<file path="config.mk">
export PLATFORM = sky130hd
export DESIGN_NAME = exec_seq_ctrl
export DESIGN_NICKNAME = d
export VERILOG_FILES = /design/src/rtl/exec_seq_ctrl.sv
export SDC_FILE = /design/constraint.sdc
export NUM_CORES = 1
export LEC_CHECK = 0
export CAP_MARGIN = 30
export CORE_MARGIN = 2
export CORE_UTILIZATION = 48
export DETAILED_ROUTE_END_ITERATION = 8
export PLACE_DENSITY = 0.86
export SLEW_MARGIN = 15
export SYNTH_ARGS = -nofsm -noshare
export SYNTH_HDL_FRONTEND = slang
export SYNTH_SLANG_ARGS = --single-unit
</file>
<file path="constraint.sdc">
create_clock -name clk -period 5.15 [get_ports clk]
set_clock_uncertainty 0.1 [all_clocks]
set_input_delay 0.515 -clock clk [delete_from_list [all_inputs] [get_ports clk]]
set_output_delay 0.515 -clock clk [all_outputs]
set_load 0.02 [all_outputs]
</file>
<file path="src/rtl/exec_seq_ctrl.sv">
// Multi-cycle instruction sequencer: fetch, decode, execute, write-back,
// with sticky halt on ebreak and sticky error on fetch timeout.
module exec_seq_ctrl (
  input  logic        clk,
  input  logic        rstn,
  input  logic        start,
  output logic        imem_req,
  output logic [63:0] imem_addr,
  input  logic        imem_rvalid,
  input  logic [31:0] imem_rdata,
  output logic [31:0] inst,
  output logic        dec_en,
  input  logic        ebreak,
  output logic        rf_we_en,
  output logic [63:0] pc,
  output logic [31:0] instret,
  output logic        halted,
  output logic        err,
  output logic [2:0]  dbg_state
);

  typedef enum logic [2:0] {
    S_IDLE   = 3'd0,
    S_FETCH  = 3'd1,
    S_DECODE = 3'd2,
    S_EXEC   = 3'd3,
    S_WB     = 3'd4,
    S_HALT   = 3'd5,
    S_ERR    = 3'd6
  } state_t;

  localparam logic [63:0] RESET_PC  = 64'h0000_0000_8000_0000;
  // A FETCH cycle without rvalid while the counter holds this value is the
  // 255th wait; the counter would reach 255, so the fetch is abandoned.
  localparam logic [7:0]  WAIT_LAST = 8'd254;

  state_t     state;
  state_t     state_nxt;
  logic [7:0] wait_cnt;

  // imem handshake: imem_req stays high with imem_addr stable for every
  // FETCH cycle; the first cycle that sees imem_rvalid high completes the
  // fetch and captures imem_rdata. rvalid has no meaning outside FETCH.

  always_ff @(posedge clk) begin
    if (!rstn) begin
      state <= S_IDLE;
    end else begin
      state <= state_nxt;
    end
  end

  always_comb begin
    state_nxt = state;
    case (state)
      S_IDLE: begin
        if (start) state_nxt = S_FETCH;
      end
      S_FETCH: begin
        if (imem_rvalid) begin
          state_nxt = S_DECODE;
        end else if (wait_cnt == WAIT_LAST) begin
          state_nxt = S_ERR;
        end
      end
      S_DECODE: state_nxt = S_EXEC;
      S_EXEC: begin
        if (ebreak) begin
          state_nxt = S_HALT;
        end else begin
          state_nxt = S_WB;
        end
      end
      S_WB:    state_nxt = S_FETCH;
      S_HALT:  state_nxt = S_HALT;
      S_ERR:   state_nxt = S_ERR;
      default: state_nxt = S_IDLE;
    endcase
  end

  always_comb begin
    imem_req  = 1'b0;
    dec_en    = 1'b0;
    rf_we_en  = 1'b0;
    halted    = 1'b0;
    err       = 1'b0;
    imem_addr = pc;
    dbg_state = state;
    case (state)
      S_FETCH:  imem_req = 1'b1;
      S_DECODE: dec_en   = 1'b1;
      S_WB:     rf_we_en = 1'b1;
      S_HALT:   halted   = 1'b1;
      S_ERR:    err      = 1'b1;
      default:  ;
    endcase
  end

  // Architectural state only moves on fetch capture, retirement and halt.
  always_ff @(posedge clk) begin
    if (!rstn) begin
      pc       <= RESET_PC;
      inst     <= 32'd0;
      instret  <= 32'd0;
      wait_cnt <= 8'd0;
    end else begin
      if (state == S_FETCH && imem_rvalid) begin
        inst <= imem_rdata;
      end
      if (state == S_FETCH && !imem_rvalid) begin
        wait_cnt <= wait_cnt + 8'd1;
      end else begin
        wait_cnt <= 8'd0;
      end
      if (state == S_WB) begin
        pc      <= pc + 64'd4;
        instret <= instret + 32'd1;
      end
      if (state == S_EXEC && ebreak) begin
        instret <= instret + 32'd1;
      end
    end
  end

endmodule

</file>
# ---- Yosys cells after proc, flatten, opt, wreduce, memory -nomap -nowiden
# Cells that the tools add are included.
dict set report totals {
  word_cells 37
  out_inout_bits 200
  input_bits 37
  register_bits 139
}
dict set report classes {
  n_eq_ne 9
  n_mux 12
  addsub 3
  reduce_logical 8
}
# operator n
set ops {}
lappend ops {{$add 64x3->64 const B} 1}
lappend ops {{$mux 32} 2}
lappend ops {{$add 32x1->32 const B} 1}
lappend ops {{$pmux 3 s7} 1}
lappend ops {{$eq 3x3->1 const B} 3}
lappend ops {{$mux 3} 3}
lappend ops {{$add 8x1->8 const B} 1}
lappend ops {{$eq 8x8->1 const B} 1}
lappend ops {{$eq 3x2->1 const B} 2}
lappend ops {{$mux 1} 6}
lappend ops {{$reduce_and 2->1} 2}
lappend ops {{$eq 3x1->1 const B} 1}
lappend ops {{$logic_and 1x1->1} 3}
lappend ops {{$logic_not 3->1} 1}
lappend ops {{$ne 3x3->1 const B} 1}
lappend ops {{$ne 2x2->1 const B} 1}
lappend ops {{$reduce_bool 2->1} 1}
lappend ops {{$logic_not 1->1} 1}

# ---- Depth between registers and ports, before layout
# Gate-level depths: netlist of run 1.
dict set report depth {
  ltp_word 4
  depth_mapped 10
}

# ---- Least setup slack after synthesis of run 1
# Ideal clock, no wire load.
dict set report synth_timing {
  path_type {register to register}
  from {reg state[2], in the netlist dbg_state[2]}
  to {reg pc[63], in the netlist imem_addr[63]}
  path_buffers 4
  setup_time_ns 0.070
  stages_incl_launch_ff 10
  slack_ns 2.107
  t_arrival_ns 2.872
  path_cell_list {dfxtp_1 buf_4 or3b_1 buf_6 or4_4 buf_6 or4_1 buf_2 or4_1 a21oi_1}
}
dict set report synth_between {
  elab_chain_cells 1
}
# item line_no
set synth_rtl {}
lappend synth_rtl {{start, declared} 37} ;# state_t state;
lappend synth_rtl {{start signal, assigned} 49} ;# state <= state_nxt;
lappend synth_rtl {{$eq 3x3->1} 115} ;# if (state == S_WB) begin
lappend synth_rtl {{end signal, assigned} 116} ;# pc <= pc + 64'd4;
lappend synth_rtl {{end, declared} 15} ;# output logic [63:0] pc,
# Every way passes these cells.
# A chain may end at the register's enable or synchronous reset.

# ---- Worst setup path after layout of run 1
dict set report layout_timing {
  from {reg pc[12], in the netlist imem_addr[12]}
  to {reg pc[62], in the netlist imem_addr[62]}
}
dict set report layout_between {
  elab_chain_cells 1
}
# item line_no
set layout_rtl {}
lappend layout_rtl {{$add 64x3->64} 116}
# Every way passes these cells.

==> out/qor.json, run 1 <==
{
  "grt_setup_unrepaired": {"value": "false"},
  "top_level_ports": {"value": 237},
  "delay_heaviest_family_cp": {"value": "simple AND/OR/NAND/NOR gates"},
  "timing.setup.tns": {"value": 0, "unit": "ns"},
  "hold_path_class": {"value": "reg -> reg"},
  "final_report_max_slew_violation_count": {"value": 0},
  "grt_util_all_layers": {"value": 23.6, "unit": "%"},
  "dieWidth": {"value": 119, "unit": "µm"},
  "synth_area": {"value": 0.00638, "unit": "mm²"},
  "synth-edff-count": {"value": 0},
  "num-nets-final": {"value": 971},
  "pwr-share-clk": {"value": 49.0, "unit": "%"},
  "total_leakage_power": {"value": 0.00302, "unit": "µW"},
  "initialDrtViolationCount": {"value": 392},
  "worst_hold_path.endpoint": {"value": "inst[10]$_SDFFE_PN0P_"},
  "vias": {"value": 5890},
  "pin_count_of_the_biggest_net_entering_global_routing": {"value": 64},
  "cts_buffers": {"value": 17},
  "netSwitchingPower": {"value": 539, "unit": "µW"},
  "post_cts.repair.setup_buffers": {"value": 0},
  "globalplace.congestion": {"value": 0.816},
  "wirelength": {"value": 16.8, "unit": "mm"},
  "post_drt_via_cell_ratio": {"value": 5.27},
  "tightestPinTransition": {"value": 0.954, "unit": "ns"},
  "buffers_from_clock_root_to_sink_at_most": {"value": 2},
  "worstReg2RegStart": {"value": "imem_addr[12]$_SDFFE_PN0P_"},
  "async_set_or_reset_register_ratio_after_synthesis": {"value": 0, "unit": "%"},
  "effective_utilization_at_floorplan": {"value": 48.7, "unit": "%"},
  "yosys.cell_types.count": {"value": 43},
  "switching_share": {"value": 21.8, "unit": "%"},
  "synth_area_per_cell": {"value": 8.27, "unit": "µm²"},
  "period_needed": {"value": 3.27, "unit": "ns"},
  "regToRegEndpoint": {"value": "imem_addr[62]$_SDFFE_PN0P_"},
  "dp_hpwl": {"value": 12.0, "unit": "mm"},
  "grt-ovfl-total": {"value": 0},
  "route.detailed.wl_per_inst": {"value": 15.0, "unit": "µm"},
  "port_buffers": {"value": 232},
  "filler_cell_count": {"value": 1015},
  "tritoncts_clock_tree": {"value": "yes"},
  "drv_cap": {"value": 0},
  "endpoint_kind": {"value": "register"},
  "seqCellArea": {"value": 0.00274, "unit": "mm²"},
  "holdWs": {"value": 0.350, "unit": "ns"},
  "grt_pass1_wl": {"value": 26.8, "unit": "mm"},
  "holdCritStartpoint": {"value": "inst[10]$_SDFFE_PN0P_"},
  "layout_worst_path_cycle_share": {"value": 63.6, "unit": "%"},
  "r2r_slack": {"value": 1.88, "unit": "ns"},
  "postCtsResizedCells": {"value": 0},
  "via_count_of_the_first_global_routing_pass": {"value": 5288},
  "critPathKind": {"value": "reg -> reg"},
  "max_slew_margin": {"value": 35.8, "unit": "%"},
  "synth-main-ff-cell": {"value": "sky130_fd_sc_hd__dfxtp_1"},
  "worstPathCellList": {"value": "nand4_1 > or4_1 > or4b_1 > or4_1 > a21oi_1"},
  "critical_path_peak_fanout": {"value": 13},
  "timing.critical_path.mode_cell": {"value": "sky130_fd_sc_hd__or4_1"},
  "hold_fix_buffers_at_cts": {"value": 0},
  "critPathMaxStageDelay": {"value": 0.80, "unit": "ns"},
  "die_area": {"value": 0.0142, "unit": "mm²"},
  "multiInputGateArea": {"value": 0.00294, "unit": "mm²"},
  "chipHeight": {"value": 119, "unit": "µm"},
  "antenna_left": {"value": 0},
  "design.core.area": {"value": 0.0131, "unit": "mm²"},
  "worst-endpoint-arrival": {"value": 3.49, "unit": "ns"},
  "power.ir.vdd_worst": {"value": 0.195, "unit": "mV"},
  "min_delay_path_depth": {"value": 2},
  "critical_path.n_buffers_inverters": {"value": 0},
  "clockRootBuffer": {"value": "sky130_fd_sc_hd__clkbuf_16"},
  "diodes": {"value": 0},
  "h_tree_level_count": {"value": 4},
  "hold_violations": {"value": 0},
  "crit_path_top_delay_cell": {"value": "sky130_fd_sc_hd__or4_1"},
  "clock_sink_count": {"value": 137},
  "setup-violations-final": {"value": 0},
  "synthToLayoutAreaGrowth": {"value": 40.2, "unit": "%"},
  "synthCells": {"value": 771},
  "detail_route.drc_violations": {"value": 0},
  "ys_seq_elements": {"value": 137},
  "post_synthesis_sequential_area_ratio": {"value": 43.0, "unit": "%"},
  "fp-row-count": {"value": 42},
  "status": {"value": "finished, final reports clean"},
  "layout-drive-gt1-share": {"value": 4.14, "unit": "%"},
  "power_density_over_the_cells": {"value": 277, "unit": "mW/mm²"},
  "drt_first_pass_iters": {"value": 4},
  "worst-endpoint-required": {"value": 5.37, "unit": "ns"},
  "cts.clk_slew.worst_paths": {"value": 0.06, "unit": "ns"},
  "synthesis_warning_total": {"value": 0},
  "power_frac_comb": {"value": 6.9, "unit": "%"},
  "power_report.internal_total": {"value": 1940, "unit": "µW"},
  "worstSkewPairLatency": {"value": 0.41, "unit": "ns"},
  "timing.critical_path.from_type": {"value": "register"},
  "initial_antenna_violation_count": {"value": 0},
  "timing.fmax": {"value": 0.306, "unit": "GHz"},
  "seqPwrFrac": {"value": 44.1, "unit": "%"},
  "count_of_cells_along_the_worst_register_to_register_path": {"value": 5}
}
==> flip-flops by register name, indices dropped and copies added, names as in the netlist <==
name and cells:
dbg_state 3, imem_addr 62, inst 32, instret 32, wait_cnt 8
==> cell usage in the layout, fill, tap and decap left out, types with 2 or more instances in the layout <==
cell type                         netlist  final
sky130_fd_sc_hd__nor4_1                14     13
sky130_fd_sc_hd__and3_1                12     12
sky130_fd_sc_hd__clkbuf_16              0     17
sky130_fd_sc_hd__dfxtp_1              137    137
sky130_fd_sc_hd__or2_2                  3      3
sky130_fd_sc_hd__ha_1                   4      4
sky130_fd_sc_hd__clkinv_2               0      4
sky130_fd_sc_hd__xor2_1                53     53
sky130_fd_sc_hd__clkbuf_1              24      4
sky130_fd_sc_hd__o31ai_1                8      8
sky130_fd_sc_hd__nor2_1                89     89
sky130_fd_sc_hd__nand3_1               38     38
sky130_fd_sc_hd__nand2_1               99     99
sky130_fd_sc_hd__or4_1                 11     11
sky130_fd_sc_hd__inv_1                 12     12
sky130_fd_sc_hd__clkbuf_8               0      2
sky130_fd_sc_hd__nand4b_1               2      2
sky130_fd_sc_hd__buf_8                  0      2
sky130_fd_sc_hd__xnor2_1               23     23
sky130_fd_sc_hd__clkinvlp_4             0      2
sky130_fd_sc_hd__or3_1                 14     14
sky130_fd_sc_hd__conb_1                 1      4
sky130_fd_sc_hd__nor3_1                11     11
sky130_fd_sc_hd__bufinv_16              0      3
sky130_fd_sc_hd__clkdlybuf4s50_1        0    232
sky130_fd_sc_hd__and2_1                 5      5
sky130_fd_sc_hd__and4_1                 7      7
sky130_fd_sc_hd__o21ai_0               14     14
sky130_fd_sc_hd__a21oi_1               58     58
sky130_fd_sc_hd__nand4_1               38     38
sky130_fd_sc_hd__buf_4                 67      3
==> worst max-delay path by stage <==
stage	depth (start not counted)	slack (ns)	endpoint	from
after floorplan	9	2.11	imem_addr[63]$_SDFFE_PN0P_	dbg_state[2]$_SDFFE_PN0P_
after global placement	5	1.98	imem_addr[63]$_SDFFE_PN0P_	imem_addr[12]$_SDFFE_PN0P_
after detailed placement	5	1.89	imem_addr[62]$_SDFFE_PN0P_	imem_addr[12]$_SDFFE_PN0P_
after CTS	5	1.90	imem_addr[62]$_SDFFE_PN0P_	imem_addr[12]$_SDFFE_PN0P_
after global routing	5	1.61	imem_addr[63]$_SDFFE_PN0P_	imem_addr[12]$_SDFFE_PN0P_
final	5	1.88	imem_addr[62]$_SDFFE_PN0P_	imem_addr[12]$_SDFFE_PN0P_
==> per-stage QoR <==
step / cells / cell area, µm² / setup slack, ns / util (%) / total power (µW)
finish: 1118 / 8940 / 1.88 / 68.3 / 2480
global route: 1118 / 8940 / 1.61 / 68.3 / 2570
CTS: 1118 / 8940 / 1.90 / 68.3 / 2500
detailed placement: 1087 / 8360 / 1.89 / 63.9 / 1290
global placement: 1085 / 8330 / 1.98 / 63.6 / 1280
floorplan: 774 / 6390 / 2.11 / - / 1200
==> per-layer routing <==
metal	part of all wire, %	global-route usage [%]	wire length [µm]
met1	41	28.8	6930
met2	49	38.4	8300
met3	7.5	7.47	1260
met4	2.0	9.67	340
met5	0	0	0
==> synth_stat cells (4+ instances only) <==
library cell | instances | area (µm²)
sky130_fd_sc_hd__dfxtp_1 | 137 | 2740
sky130_fd_sc_hd__nand2_1 | 99 | 372
sky130_fd_sc_hd__nor2_1 | 89 | 334
sky130_fd_sc_hd__buf_4 | 67 | 503
sky130_fd_sc_hd__a21oi_1 | 58 | 290
sky130_fd_sc_hd__xor2_1 | 53 | 464
sky130_fd_sc_hd__nand3_1 | 38 | 190
sky130_fd_sc_hd__nand4_1 | 38 | 238
sky130_fd_sc_hd__clkbuf_1 | 24 | 90.1
sky130_fd_sc_hd__xnor2_1 | 23 | 201
sky130_fd_sc_hd__nor4_1 | 14 | 87.6
sky130_fd_sc_hd__o21ai_0 | 14 | 70.1
sky130_fd_sc_hd__or3_1 | 14 | 87.6
sky130_fd_sc_hd__and3_1 | 12 | 75.1
sky130_fd_sc_hd__inv_1 | 12 | 45.0
sky130_fd_sc_hd__nor3_1 | 11 | 55.1
sky130_fd_sc_hd__or4_1 | 11 | 82.6
sky130_fd_sc_hd__o31ai_1 | 8 | 60.1
sky130_fd_sc_hd__and4_1 | 7 | 61.3
sky130_fd_sc_hd__and2_1 | 5 | 31.3
sky130_fd_sc_hd__buf_1 | 4 | 15.0
sky130_fd_sc_hd__ha_1 | 4 | 50.1
==> power by group through the flow <==
stage | combinational, µW | clock, µW | sequential, µW
4_1_cts | 172 | 1240 | 1090
2_1_floorplan | 71.6 | 0 | 1130
3_5_place_dp | 171 | 0 | 1110
6_report | 171 | 1210 | 1090
3_3_place_gp | 166 | 0 | 1110
5_1_grt | 184 | 1290 | 1090
==> layout make-up <==
cell class                      instances  area share, %
Tap cell                              176           2.46
Timing Repair Buffer                  238           26.8
Inverter                               14          0.602
Multi-Input combinational cell        522           32.9
Clock buffer                           23           5.23
Sequential cell                       137           30.7
Clock inverter                          8           1.34
==> worst reg2reg max path: cells and delay by family, from the launching register on <==
kind	cells	cell delay, ns
compound gates	1	0.15
simple gates	4	2.48
flops	1	0.44
==> kinds of logic after synthesis <==
kind of cell    Yosys count  share of synthesized area [%]
simple gates            350                           26.8
flops                   137                           43.0
buf+inv                 115                           11.1
compound gates           86                           7.45
xor+xnor                 76                           10.4
fa+ha+maj                 5                          0.942
other cells               1                         0.0588
mux                       1                          0.157
Note: power is estimated with default switching activity, not from simulation.
==> inputs of run 2 (changes only) <==
--- a/config.mk
+++ b/config.mk
@@ -7,9 +7,9 @@
 export LEC_CHECK = 0
 export CAP_MARGIN = 30
 export CORE_MARGIN = 2
-export CORE_UTILIZATION = 48
+export CORE_UTILIZATION = 45
 export DETAILED_ROUTE_END_ITERATION = 8
-export PLACE_DENSITY = 0.86
+export PLACE_DENSITY = 0.81
 export SLEW_MARGIN = 15
 export SYNTH_ARGS = -nofsm -noshare
 export SYNTH_HDL_FRONTEND = slang
==> constraint.sdc (replaced) <==
create_clock -name clk -period 3.1 [get_ports clk]
set_clock_uncertainty 0.1 [all_clocks]
set_input_delay 0.31 -clock clk [delete_from_list [all_inputs] [get_ports clk]]
set_output_delay 0.31 -clock clk [all_outputs]
set_load 0.02 [all_outputs]
==> out/qor.json, run 2 (same netlist as run 1, synthesis figures left out) <==
{
  "setup-violations-final": {"value": 0, "change": "unchanged"},
  "port_buffers": {"value": 232, "change": "unchanged"},
  "hold_fix_buffers_at_cts": {"value": 0, "change": "unchanged"},
  "final_report_max_slew_violation_count": {"value": 0, "change": "unchanged"},
  "worst-endpoint-required": {"value": 3.34, "unit": "ns", "change": "-2.03 ns"},
  "multiInputGateArea": {"value": 0.00294, "unit": "mm²", "change": "unchanged"},
  "grt_util_all_layers": {"value": 22.8, "unit": "%", "change": "-0.74 points"},
  "buffers_from_clock_root_to_sink_at_most": {"value": 2, "change": "unchanged"},
  "design.core.area": {"value": 0.0139, "unit": "mm²", "change": "+6.1%"},
  "count_of_cells_along_the_worst_register_to_register_path": {"value": 6, "change": "+1"},
  "max_slew_margin": {"value": 45.6, "unit": "%", "change": "+9.8 points"},
  "via_count_of_the_first_global_routing_pass": {"value": 5433, "change": "+2.7%"},
  "min_delay_path_depth": {"value": 3, "change": "+1"},
  "critPathMaxStageDelay": {"value": 0.69, "unit": "ns", "change": "-0.11 ns"},
  "top_level_ports": {"value": 237, "change": "unchanged"},
  "cts_buffers": {"value": 17, "change": "unchanged"},
  "die_area": {"value": 0.0151, "unit": "mm²", "change": "+6.4%"},
  "final_cell_count_without_fillers": {"value": 1140, "change": "+2.0%"},
  "total_leakage_power": {"value": 0.00311, "unit": "µW", "change": "+3.1%"},
  "numPlacedInstances": {"value": 1109, "change": "+2.0%"},
  "timing.setup.tns": {"value": 0, "unit": "ns", "change": "unchanged"},
  "period_needed": {"value": 2.91, "unit": "ns", "change": "-0.360 ns"},
  "status": {"value": "finished, final reports clean"},
  "worst-endpoint-arrival": {"value": 3.16, "unit": "ns", "change": "-0.33 ns"},
  "timing.fmax": {"value": 0.343, "unit": "GHz", "change": "+12%"},
  "clock_sink_count": {"value": 137, "change": "unchanged"},
  "grt_setup_unrepaired": {"value": "false"},
  "tritoncts_clock_tree": {"value": "yes"},
  "mostFrequentLayoutCells": {"value": "sky130_fd_sc_hd__clkdlybuf4s50_1, sky130_fd_sc_hd__dfxtp_1, sky130_fd_sc_hd__nand2_1"},
  "dp_hpwl": {"value": 12.7, "unit": "mm", "change": "+6.4%"},
  "drv_cap": {"value": 0, "change": "unchanged"},
  "holdCritStartpoint": {"value": "imem_rdata[3]"},
  "post_cts.repair.setup_buffers": {"value": 0, "change": "unchanged"},
  "power_density_over_the_cells": {"value": 455, "unit": "mW/mm²", "change": "+64%"},
  "layout-drive-gt1-share": {"value": 6.35, "unit": "%", "change": "+2.2 points"},
  "drt_first_pass_iters": {"value": 4, "change": "unchanged"},
  "h_tree_level_count": {"value": 4, "change": "unchanged"},
  "place_area": {"value": 0.00848, "unit": "mm²", "change": "+1.5%"},
  "cts.clk_slew.worst_paths": {"value": 0.06, "unit": "ns", "change": "about the same"},
  "mostFrequentLayoutCell": {"value": "sky130_fd_sc_hd__clkdlybuf4s50_1"},
  "layout_worst_path_cycle_share": {"value": 94.0, "unit": "%", "change": "+30 points"},
  "diodes": {"value": 0, "change": "unchanged"},
  "post_drt_via_cell_ratio": {"value": 5.28, "change": "+0.30%"},
  "postLayoutCellArea": {"value": 0.00907, "unit": "mm²", "change": "+1.5%"},
  "delay_heaviest_family_cp": {"value": "simple AND/OR/NAND/NOR gates"},
  "initial_antenna_violation_count": {"value": 0, "change": "unchanged"},
  "num-nets-final": {"value": 989, "change": "+1.9%"},
  "worst_hold_path.endpoint": {"value": "inst[3]$_SDFFE_PN0P_"},
  "endpoint_kind": {"value": "register"},
  "seqCellArea": {"value": 0.00274, "unit": "mm²", "change": "unchanged"},
  "largest_register_ff_count": {"value": 62, "change": "unchanged"},
  "power.ir.vdd_worst": {"value": 0.324, "unit": "mV", "change": "+66%"},
  "hold_violations": {"value": 0, "change": "unchanged"},
  "crit_path_top_delay_cell": {"value": "sky130_fd_sc_hd__or4b_1"},
  "pin_count_of_the_biggest_net_entering_global_routing": {"value": 61, "change": "-4.7%"},
  "grt_pass1_wl": {"value": 27.2, "unit": "mm", "change": "+1.4%"},
  "globalplace.congestion": {"value": 0.858, "change": "+5.1%"},
  "critical_path.n_buffers_inverters": {"value": 1, "change": "+1"},
  "tightestPinTransition": {"value": 0.810, "unit": "ns", "change": "-0.144 ns"},
  "chipHeight": {"value": 123, "unit": "µm", "change": "+3.2%"},
  "hold_path_class": {"value": "in -> reg"},
  "vias": {"value": 6024, "change": "+2.3%"},
  "route.detailed.wl_per_inst": {"value": 15.3, "unit": "µm", "change": "+1.9%"},
  "worstPathCellList": {"value": "or3b_1 > buf_4 > nor4_1 > or4b_1 > or4_1 > a21oi_1"},
  "worstReg2RegStart": {"value": "dbg_state[0]$_SDFFE_PN0P_"},
  "detail_route.drc_violations": {"value": 0, "change": "unchanged"},
  "regToRegEndpoint": {"value": "imem_addr[62]$_SDFFE_PN0P_"},
  "grt-ovfl-total": {"value": 0, "change": "unchanged"},
  "fp-row-count": {"value": 43, "change": "+2.4%"},
  "worstSkewPairLatency": {"value": 0.42, "unit": "ns", "change": "about the same"},
  "r2r_slack": {"value": 0.19, "unit": "ns", "change": "-1.69 ns"},
  "critical_path_peak_fanout": {"value": 13, "change": "unchanged"},
  "filler_cell_count": {"value": 1138, "change": "+12%"},
  "clockRootBuffer": {"value": "sky130_fd_sc_hd__clkbuf_16"},
  "wirelength": {"value": 17.5, "unit": "mm", "change": "+3.9%"},
  "dieWidth": {"value": 123, "unit": "µm", "change": "+3.2%"},
  "postCtsResizedCells": {"value": 0, "change": "unchanged"},
  "timing.critical_path.from_type": {"value": "register"},
  "critPathKind": {"value": "reg -> reg"},
  "effective_utilization_at_floorplan": {"value": 46.0, "unit": "%", "change": "-2.8 points"},
  "initialDrtViolationCount": {"value": 439, "change": "+12%"},
  "antenna_left": {"value": 0, "change": "unchanged"},
  "synthToLayoutAreaGrowth": {"value": 42.3, "unit": "%"},
  "launching_element_of_the_worst_setup_path": {"value": "dbg_state[0]$_SDFFE_PN0P_"}
}
run 2: per-stage QoR:
step	total power (µW)	utilization, %	setup slack [ns]	hold slack, ns
4_1_cts	4160	65.4	0.178	0.325
3_3_place_gp	2140	61.1	0.231	0.341
6_report	4130	65.4	0.187	0.338
5_1_grt	4270	65.4	0.0395	0.334
2_1_floorplan	2000	-	0.0573	0.272
3_5_place_dp	2140	61.1	0.206	0.346
run 2: tightest hold or removal path: stages:
cell and delay (ns):
sky130_fd_sc_hd__clkdlybuf4s50_1 0.39, sky130_fd_sc_hd__nand2_1 0.05, sky130_fd_sc_hd__a21oi_1 0.05
run 2: area by class of cell:
type | instances | area share, %
Multi-Input combinational cell | 522 | 32.4
Sequential cell | 137 | 30.2
Timing Repair Buffer | 256 | 27.7
Clock buffer | 18 | 4.84
Tap cell | 180 | 2.48
Clock inverter | 13 | 1.68
Inverter | 14 | 0.607
run 2: metal layers:
metal	up-vias	global-route usage [%]	part of all wire [%]
li1	2925	-	-
met1	2852	27.6	42
met2	215	37.9	48
met3	32	6.69	7.5
met4	0	9.45	2.6
met5	-	0	0
run 2: worst max-delay path by stage:
stage / end / slack, ns / cells past startpoint
2_1_floorplan: imem_addr[63]$_SDFFE_PN0P_ / 0.06 / 9
3_5_place_dp: imem_addr[62]$_SDFFE_PN0P_ / 0.21 / 6
5_1_grt: imem_addr[58]$_SDFFE_PN0P_ / 0.04 / 6
3_3_place_gp: imem_addr[58]$_SDFFE_PN0P_ / 0.23 / 6
6_report: imem_addr[62]$_SDFFE_PN0P_ / 0.19 / 6
4_1_cts: imem_addr[62]$_SDFFE_PN0P_ / 0.18 / 6
run 2: power by group:
group / switching, µW / leakage (µW) / total [µW] / internal, µW
logic: 163 / 0.00172 / 297 / 134
clock network: 753 / 0.000291 / 2030 / 1270
registers: 15.9 / 0.00111 / 1810 / 1790
total: 932 / 0.00311 / 4130 / 3200
==> inputs of run 3 (changes only) <==
--- a/config.mk
+++ b/config.mk
@@ -8,6 +8,7 @@
 export CAP_MARGIN = 30
 export CORE_MARGIN = 2
 export CORE_UTILIZATION = 45
+export CTS_CLUSTER_DIAMETER = 40
 export DETAILED_ROUTE_END_ITERATION = 8
 export PLACE_DENSITY = 0.81
 export SLEW_MARGIN = 15
==> results of run 3 <==
Final layout, timing and power as in run 2 (identical DEF).
